File: config.mk
export PLATFORM = sky130hd
export DESIGN_NAME = seq_chunk_adder
export DESIGN_NICKNAME = d
export VERILOG_FILES = /design/src/rtl/seq_chunk_adder_pkg.sv /design/src/rtl/seq_chunk_adder_chunk_ripple.sv /design/src/rtl/seq_chunk_adder.sv
export SDC_FILE = /design/constraint.sdc
export NUM_CORES = 1
export LEC_CHECK = 0
export CORE_UTILIZATION = 42
export CTS_CLUSTER_SIZE = 12
export DETAILED_ROUTE_END_ITERATION = 10
export PLACE_DENSITY = 0.65
export SYNTH_ARGS = -nofsm -noshare
export SYNTH_HDL_FRONTEND = slang
export SYNTH_HIERARCHICAL = 1
export SYNTH_SLANG_ARGS = --single-unit
File: constraint.sdc
create_clock -name clk -period 4.5 [get_ports clk]
set_input_delay 0.9 -clock clk [delete_from_list [all_inputs] [get_ports clk]]
set_output_delay 0.9 -clock clk [all_outputs]
set_load 0.005 [all_outputs]
File: src/rtl/seq_chunk_adder_pkg.sv
// Shared types and constants for the sequential chunked adder.
// Holds the FSM encoding, default sizes and an index-width helper.
package seq_chunk_adder_pkg;

    typedef enum logic {
        ST_IDLE = 1'b0,
        ST_RUN  = 1'b1
    } state_t;

    localparam int DEF_WIDTH = 16;
    localparam int DEF_CHUNK = 4;

    function automatic int clog2(input int v);
        int r;
        r = 0;
        for (int i = 0; i < 31; i++) begin
            if ((1 << i) < v) begin
                r = i + 1;
            end
        end
        return r;
    endfunction

endpackage

File: src/rtl/seq_chunk_adder_chunk_ripple.sv
// Combinational CHUNK-bit ripple of 1-bit full-adder cells.
// One instance is reused every cycle by the sequential adder.
module chunk_ripple #(
    parameter int CHUNK = 4
) (
    input  logic [CHUNK-1:0] a,
    input  logic [CHUNK-1:0] b,
    input  logic             ci,
    output logic [CHUNK-1:0] s,
    output logic             co
);

    logic [CHUNK:0] c;

    assign c[0] = ci;

    for (genvar i = 0; i < CHUNK; i++) begin : g_fa
        assign s[i]   = a[i] ^ b[i] ^ c[i];
        assign c[i+1] = (a[i] & b[i]) | (c[i] & (a[i] ^ b[i]));
    end

    assign co = c[CHUNK];

endmodule

File: src/rtl/seq_chunk_adder.sv
// Multi-cycle adder/subtractor: one CHUNK-bit slice per clock.
// Results land in a shadow register only on the final slice.
module seq_chunk_adder
    import seq_chunk_adder_pkg::*;
#(
    parameter int WIDTH = DEF_WIDTH,
    parameter int CHUNK = DEF_CHUNK
) (
    input  logic             clk,
    input  logic             rst,
    input  logic             start,
    input  logic             sub,
    input  logic             cin,
    input  logic [WIDTH-1:0] a,
    input  logic [WIDTH-1:0] b,
    output logic             busy,
    output logic             done,
    output logic [WIDTH-1:0] sum,
    output logic             cout,
    output logic             ovf
);

    localparam int NCH = WIDTH / CHUNK;
    localparam int IW  = (NCH > 1) ? clog2(NCH) : 1;
    localparam logic [IW-1:0] LAST = IW'(NCH - 1);

    state_t           state;
    state_t           state_nx;
    logic [WIDTH-1:0] op_a;
    logic [WIDTH-1:0] op_b;
    logic [WIDTH-1:0] work;
    logic [WIDTH-1:0] work_nx;
    logic [IW-1:0]    idx;
    logic             carry;
    logic             last;
    logic [CHUNK-1:0] ca;
    logic [CHUNK-1:0] cb;
    logic [CHUNK-1:0] cs;
    logic             cco;
    logic             ovf_nx;

    assign last = (idx == LAST);

    always_ff @(posedge clk) begin
        if (rst) begin
            state <= ST_IDLE;
        end else begin
            state <= state_nx;
        end
    end

    always_comb begin
        state_nx = state;
        unique case (state)
            ST_IDLE: if (start) state_nx = ST_RUN;
            ST_RUN:  if (last)  state_nx = ST_IDLE;
        endcase
    end

    always_comb begin
        busy = (state == ST_RUN);
    end

    assign ca = op_a[idx*CHUNK +: CHUNK];
    assign cb = op_b[idx*CHUNK +: CHUNK];

    chunk_ripple #(
        .CHUNK(CHUNK)
    ) u_ripple (
        .a (ca),
        .b (cb),
        .ci(carry),
        .s (cs),
        .co(cco)
    );

    // Partial slices accumulate here; sum only sees the finished word.
    always_comb begin
        work_nx = work;
        work_nx[idx*CHUNK +: CHUNK] = cs;
    end

    assign ovf_nx = (op_a[WIDTH-1] == op_b[WIDTH-1])
                  & (work_nx[WIDTH-1] != op_a[WIDTH-1]);

    always_ff @(posedge clk) begin
        if (rst) begin
            op_a  <= '0;
            op_b  <= '0;
            work  <= '0;
            idx   <= '0;
            carry <= 1'b0;
            sum   <= '0;
            cout  <= 1'b0;
            ovf   <= 1'b0;
            done  <= 1'b0;
        end else begin
            done <= 1'b0;
            unique case (state)
                ST_IDLE: begin
                    if (start) begin
                        op_a  <= a;
                        op_b  <= sub ? ~b : b;
                        carry <= sub ? 1'b1 : cin;
                        idx   <= '0;
                    end
                end
                ST_RUN: begin
                    work  <= work_nx;
                    carry <= cco;
                    idx   <= idx + 1'b1;
                    if (last) begin
                        idx  <= '0;
                        sum  <= work_nx;
                        cout <= cco;
                        ovf  <= ovf_nx;
                        done <= 1'b1;
                    end
                end
            endcase
        end
    end

endmodule
* Word-level counts from Yosys, hierarchy flattened
Cells that the tools add are included.
Operators by class: add/sub/neg operators 2, eq/ne operators 4, shift-type cells 4, muxes and demuxes 12, bitwise logic cells 23, reductions and logical operators 3
Operator list (count):
- $neg 4->34 | 1
- $shift 4x34->16 const A | 1
- $shiftx 4x34->16 | 1
- $shiftx 16x5->4 | 2
- $bwmux 16 | 1
- $mux 16 | 1
- $not 16->16 | 1
- $and 1x1->1 | 9
- $xor 1x1->1 | 8
- $mux 1 | 5
- $mux 2 | 2
- $or 1x1->1 | 4
- $pmux 1 s2 | 2
- $pmux 2 s2 | 1
- $reduce_and 2->1 | 2
- $add 2x1->2 const B | 1
- $eq 2x2->1 const B | 1
- $ne 2x2->1 const B | 1
- $reduce_or 2->1 | 1
- $eq 1x1->1 | 1
- $ne 1x1->1 | 1
- $not 1->1 | 1
Word-level totals: flip-flop bits (word level) 71, output and inout bits 20, word-level logic and storage cells 58

* Logic depth before layout (Yosys ltp)
depth after elaboration 13, gate-level depth with buffers 13, mapped depth without buffers 11

* Cells and area by module
Netlist, hierarchy kept.
Modules (own cells, without submodules):
- seq_chunk_adder | times used 1, cells each 347, area each 3296.9 sq um, sequential area each 1421.4 sq um
- chunk_ripple | times used 1, cells each 14, area each 117.6 sq um, sequential area each 0.0 sq um

* Worst setup path before layout
OpenSTA, ideal clock, no wires.
path type register -> register, start reg idx[0], end reg ovf, library setup time 91 ps, data arrival time 3304 ps, data required time 4409 ps, slack 1105 ps, stages on the path, launching flop included 14, clock period less this slack 3395 ps, cells stage by stage dfxtp_1 buf_4 mux4_2 fa_1 inv_1 fa_1 inv_1 fa_1 inv_1 fa_1 inv_1 clkbuf_1 nand4_1 a311oi_1
On the way: longest elaborated chain between the ends 13, elaborated cells between the ends (all ways) 27
RTL lines:
- from (decl) | line seq_chunk_adder.sv:33 | logic [IW-1:0] idx;
- from (signal assigned) | line seq_chunk_adder.sv:111 | idx <= idx + 1'b1;
- $shiftx 16x5->4 (*) | line seq_chunk_adder.sv:65 | assign cb = op_b[idx*CHUNK +: CHUNK];
- named net cb[0] | line seq_chunk_adder.sv:37 | logic [CHUNK-1:0] cb;
- $xor 1x1->1 | line seq_chunk_adder_chunk_ripple.sv:19 | assign c[i+1] = (a[i] & b[i]) | (c[i] & (a[i] ^ b[i]));
- $and 1x1->1 | line seq_chunk_adder_chunk_ripple.sv:19
- $or 1x1->1 (*) | line seq_chunk_adder_chunk_ripple.sv:19
- $and 1x1->1 (*) | line seq_chunk_adder_chunk_ripple.sv:19
- $or 1x1->1 (*) | line seq_chunk_adder_chunk_ripple.sv:19
- $and 1x1->1 (*) | line seq_chunk_adder_chunk_ripple.sv:19
- $or 1x1->1 (*) | line seq_chunk_adder_chunk_ripple.sv:19
- $xor 1x1->1 (*) | line seq_chunk_adder_chunk_ripple.sv:18 | assign s[i] = a[i] ^ b[i] ^ c[i];
- named net cs[3] | line seq_chunk_adder.sv:38 | logic [CHUNK-1:0] cs;
- $shiftx 4x34->16 (*) | line seq_chunk_adder.sv:80 | work_nx[idx*CHUNK +: CHUNK] = cs;
- $bwmux 16 (*) | line seq_chunk_adder.sv:80
- $ne 1x1->1 (*) | line seq_chunk_adder.sv:84 | & (work_nx[WIDTH-1] != op_a[WIDTH-1]);
- $and 1x1->1 (*) | line seq_chunk_adder.sv:84
- to (signal assigned) | line seq_chunk_adder.sv:116 | ovf <= ovf_nx;
- to (decl) | line seq_chunk_adder.sv:20 | output logic ovf
Mark *: on every way through the listed nets, which the timed path passes. The rest lies on a longest branch. A chain may end at the register's enable or synchronous reset.

* Worst setup path in the final report
start reg idx[0], end reg ovf
On the way: longest elaborated chain between the ends 13, elaborated cells between the ends (all ways) 27
RTL lines:
- $shiftx 16x5->4 (*) | line seq_chunk_adder.sv:64 | assign ca = op_a[idx*CHUNK +: CHUNK];
- named net ca[0] | line seq_chunk_adder.sv:36 | logic [CHUNK-1:0] ca;
- $xor 1x1->1 | line seq_chunk_adder_chunk_ripple.sv:19
- $and 1x1->1 | line seq_chunk_adder_chunk_ripple.sv:19
- $or 1x1->1 (*) | line seq_chunk_adder_chunk_ripple.sv:19
- $and 1x1->1 (*) | line seq_chunk_adder_chunk_ripple.sv:19
- $or 1x1->1 (*) | line seq_chunk_adder_chunk_ripple.sv:19
- $and 1x1->1 (*) | line seq_chunk_adder_chunk_ripple.sv:19
- $or 1x1->1 (*) | line seq_chunk_adder_chunk_ripple.sv:19
- $xor 1x1->1 (*) | line seq_chunk_adder_chunk_ripple.sv:18
- named net cs[3] | line seq_chunk_adder.sv:38
- $shiftx 4x34->16 (*) | line seq_chunk_adder.sv:80
- $bwmux 16 (*) | line seq_chunk_adder.sv:80
- $ne 1x1->1 (*) | line seq_chunk_adder.sv:84
- $and 1x1->1 (*) | line seq_chunk_adder.sv:84
Marked as above.

==> run_results.csv <==
group,metric,value,unit
sta,finalHoldViolCount,0,
power,peakVddDrop,160,uV
cts,holdBufCountCts,0,
floorplanning,initial_core_util,43.7,%
worst_hold_path,min_delay_worst_endpoint,"work[8]",
cts,cts_made_buffers,9,
detailed_routing,drt-total-wl,7100,um
synth,synthCells,361,
synth,synth_area,3410,um^2
final_layout,fillCellCount,749,
critical_path,reg2reg_from,"idx[0]",
cts,root_buffer,"clkbuf_8",
cts,clkSinkCount,71,
critical_path,cp_data_arrival_time,3660,ps
critical_path,cp-start-kind,"flip-flop",
sta,fin_crit,3410,ps
synth,synth_warnings,6,
final_layout,final_cells,504,
cts,cts_tree,"done",
synth,synth_seq_cells,71,
place,dpl.hpwl,4960,um
detailed_routing,viasPerCell,5.24,
sta,fin_crit_sh,75.9,%
sta,setup_viol,0,
cts,cts_setup_buffers,0,
grt,grt_pass1_wl,12100,um
floorplanning,dieWidth,92.2,um
cts,cts.clk_slew.worst_paths,70,ps
synth,syn-num-nets,408,
final_layout,drive_gt1_share,11.9,%
final_layout,antennaDiodeCount,0,
synth,netlist_top_cells_area,"dfxtp_1 42%, nor2_1 5.7%, mux4_2 5.3%",
sta,worstMarginPinSlew,913,ps
detailed_routing,antenna_left,0,
detailed_routing,drc,0,
grt,antenna_found_initial,0,
worst_hold_path,min_path_cells,2,
outcome,status,"completed",
grt,grt_pass1_vias,2533,
grt,grt_usage,18.3,%
sta,slew_headroom,39.1,%
final_layout,multi_input_area,1740,um^2
synth,synth_top_area_share,41.6,%
detailed_routing,drt_pass1_iterations,4,
power,power.leakage,1.49,nW
worst_hold_path,min_from,"work[8]",
grt,grt.overflow.total,0,
critical_path,r2r_cells,11,
cts,htree_num_levels,3,
sta,drv_slew,0,
cts,clockBufferDepth,2,
critical_path,rr_endpoint,"ovf",
power,powerDensity,326,nW/um^2
cts,clock_latency,340,ps
critical_path,worst-setup-path-type,"reg -> reg",
final_layout,register_area,1420,um^2
critical_path,startpoint,"idx[0]",
detailed_routing,wl_per_cell,14.1,um
sta,fmax,293,MHz
floorplanning,io_pins,57,
synth,seq_area_frac_synth,41.6,%
critical_path,worstPathMaxFanout,10,
run,maxCapViolCount,0,
power,p_total,1.34,mW
sta,final.setup.tns,0,ps
critical_path,reg2reg_slack,1090,ps
detailed_routing,drt_first_iter_violations,138,
worst_hold_path,hp-class,"reg -> reg",
synth,synthDistinctLibCells,31,
sta,skew,8.46,ps
final_layout,num-nets-final,446,
final_layout,syn2layout_area_growth,19.9,%
sta,timing.hold.ws,453,ps
detailed_routing,vias,2640,
final_layout,final_cell_mix,"71 x dfxtp_1, 55 x clkdlybuf4s50_1, 52 x nor2_1, 44 x nand2_1, 25 x a21oi_1",
synth,synth_top_area_cell,"dfxtp_1",
floorplanning,coreArea,7810,um^2
place,portBuffers,56,
floorplanning,fp.dieH,92.2,um
critical_path,crit_required,4750,ps
place,place.gp.congestion,0.775,
final_layout,layout_commonest_cell,"dfxtp_1",
floorplanning,rows,32,
critical_path,worstSetupEndpointType,"flip-flop",
floorplanning,die_area,8490,um^2
cts,post_cts_resized,0,
place,placedCellCount,490,
sta,rsz0062_at_grt,"no",
synth,avgSynthCellArea,9.46,um^2
grt,grt_max_degree,52,
==> critical path, cell delays in order (launching register included) <==
cell and delay (ps):
dfxtp_1 550, mux4_2 580, fa_1 430, inv_1 70
fa_1 170, inv_1 60, fa_1 360, inv_1 80
fa_1 400, inv_1 290, nand4_1 130, a311oi_1 220
==> metal layers <==
layer / share of wire [%] / wire (um) / global-route usage (%) / vias up
met3: 3.5 / 249 / 4.06 / 8
met1: 48 / 3430 / 24.1 / 1225
li1: - / - / - / 1342
met5: 0 / 0 / 0 / -
met2: 47 / 3310 / 28.8 / 65
met4: 1.5 / 107 / 7.42 / 0
==> cells by family (layout without fill, tap and decap cells) <==
family,after synthesis,after routing,synth area share (%)
buffers and inverters,48,89,7.47
multiplexers,8,8,5.28
adder cells (fa/ha/maj),10,10,4.54
flip-flops,71,71,41.6
AO/OA/AOI/OAI,73,73,18.8
XOR/XNOR,16,16,4.10
AND/OR/NAND/NOR,135,135,18.2
==> how the worst max path moves through the flow <==
stage	endpoint	slack [ps]	depth (start not counted)
floorplan	ovf	1110	13
global placement	ovf	1180	11
detailed placement	ovf	1080	11
CTS	ovf	1050	11
global route	ovf	850	11
finish	ovf	1090	11
==> Yosys cell counts <==
master and number:
dfxtp_1 71, nor2_1 52, nand2_1 44, a21oi_1 25, nor3_1 16, xnor2_1 16, inv_1 14, a32oi_1 12
a221oi_2 11, clkbuf_1 11, a211oi_2 10, buf_2 9, buf_4 9, a211oi_1 8, mux4_2 8, ha_1 6
a311oi_1 5, nand4_1 5, nor2b_1 5, buf_6 4, fa_1 4, and4bb_1 3, nor3b_1 3, a211o_1 2
nand2b_1 2, and2_1 1, and2b_1 1, and4b_1 1, inv_2 1, nand2_4 1, nor4bb_1 1
==> sequential cells by signal, summed over array words and instances, names as in the netlist, 2 cells and up <==
name,flops
op_a,16
op_b,16
sum,16
work,16
idx,2
==> power breakdown <==
group | total [mW] | internal (mW) | switching (mW)
sequential | 0.676 | 0.655 | 0.0202
combinational | 0.217 | 0.0917 | 0.125
clock | 0.444 | 0.224 | 0.220
==> layout make-up <==
type | instances | share of cell area, %
flip-flops and latches | 71 | 34.7
multi-input cells | 242 | 42.5
repair buffers | 60 | 14.3
clock buffers | 13 | 3.88
well taps | 102 | 3.12
inverters | 15 | 1.38
clock inverters | 1 | 0.122
==> through the flow <==
stage / cell area (um^2) / utilization [%] / setup slack (ps)
after floorplan: 3410 / - / 1110
after global placement: 3930 / 50.3 / 1180
after detailed placement: 3930 / 50.3 / 1080
after CTS: 4090 / 52.4 / 1050
after global routing: 4090 / 52.4 / 852
final: 4090 / 52.4 / 1090
Power figures use the tool's default switching activity.
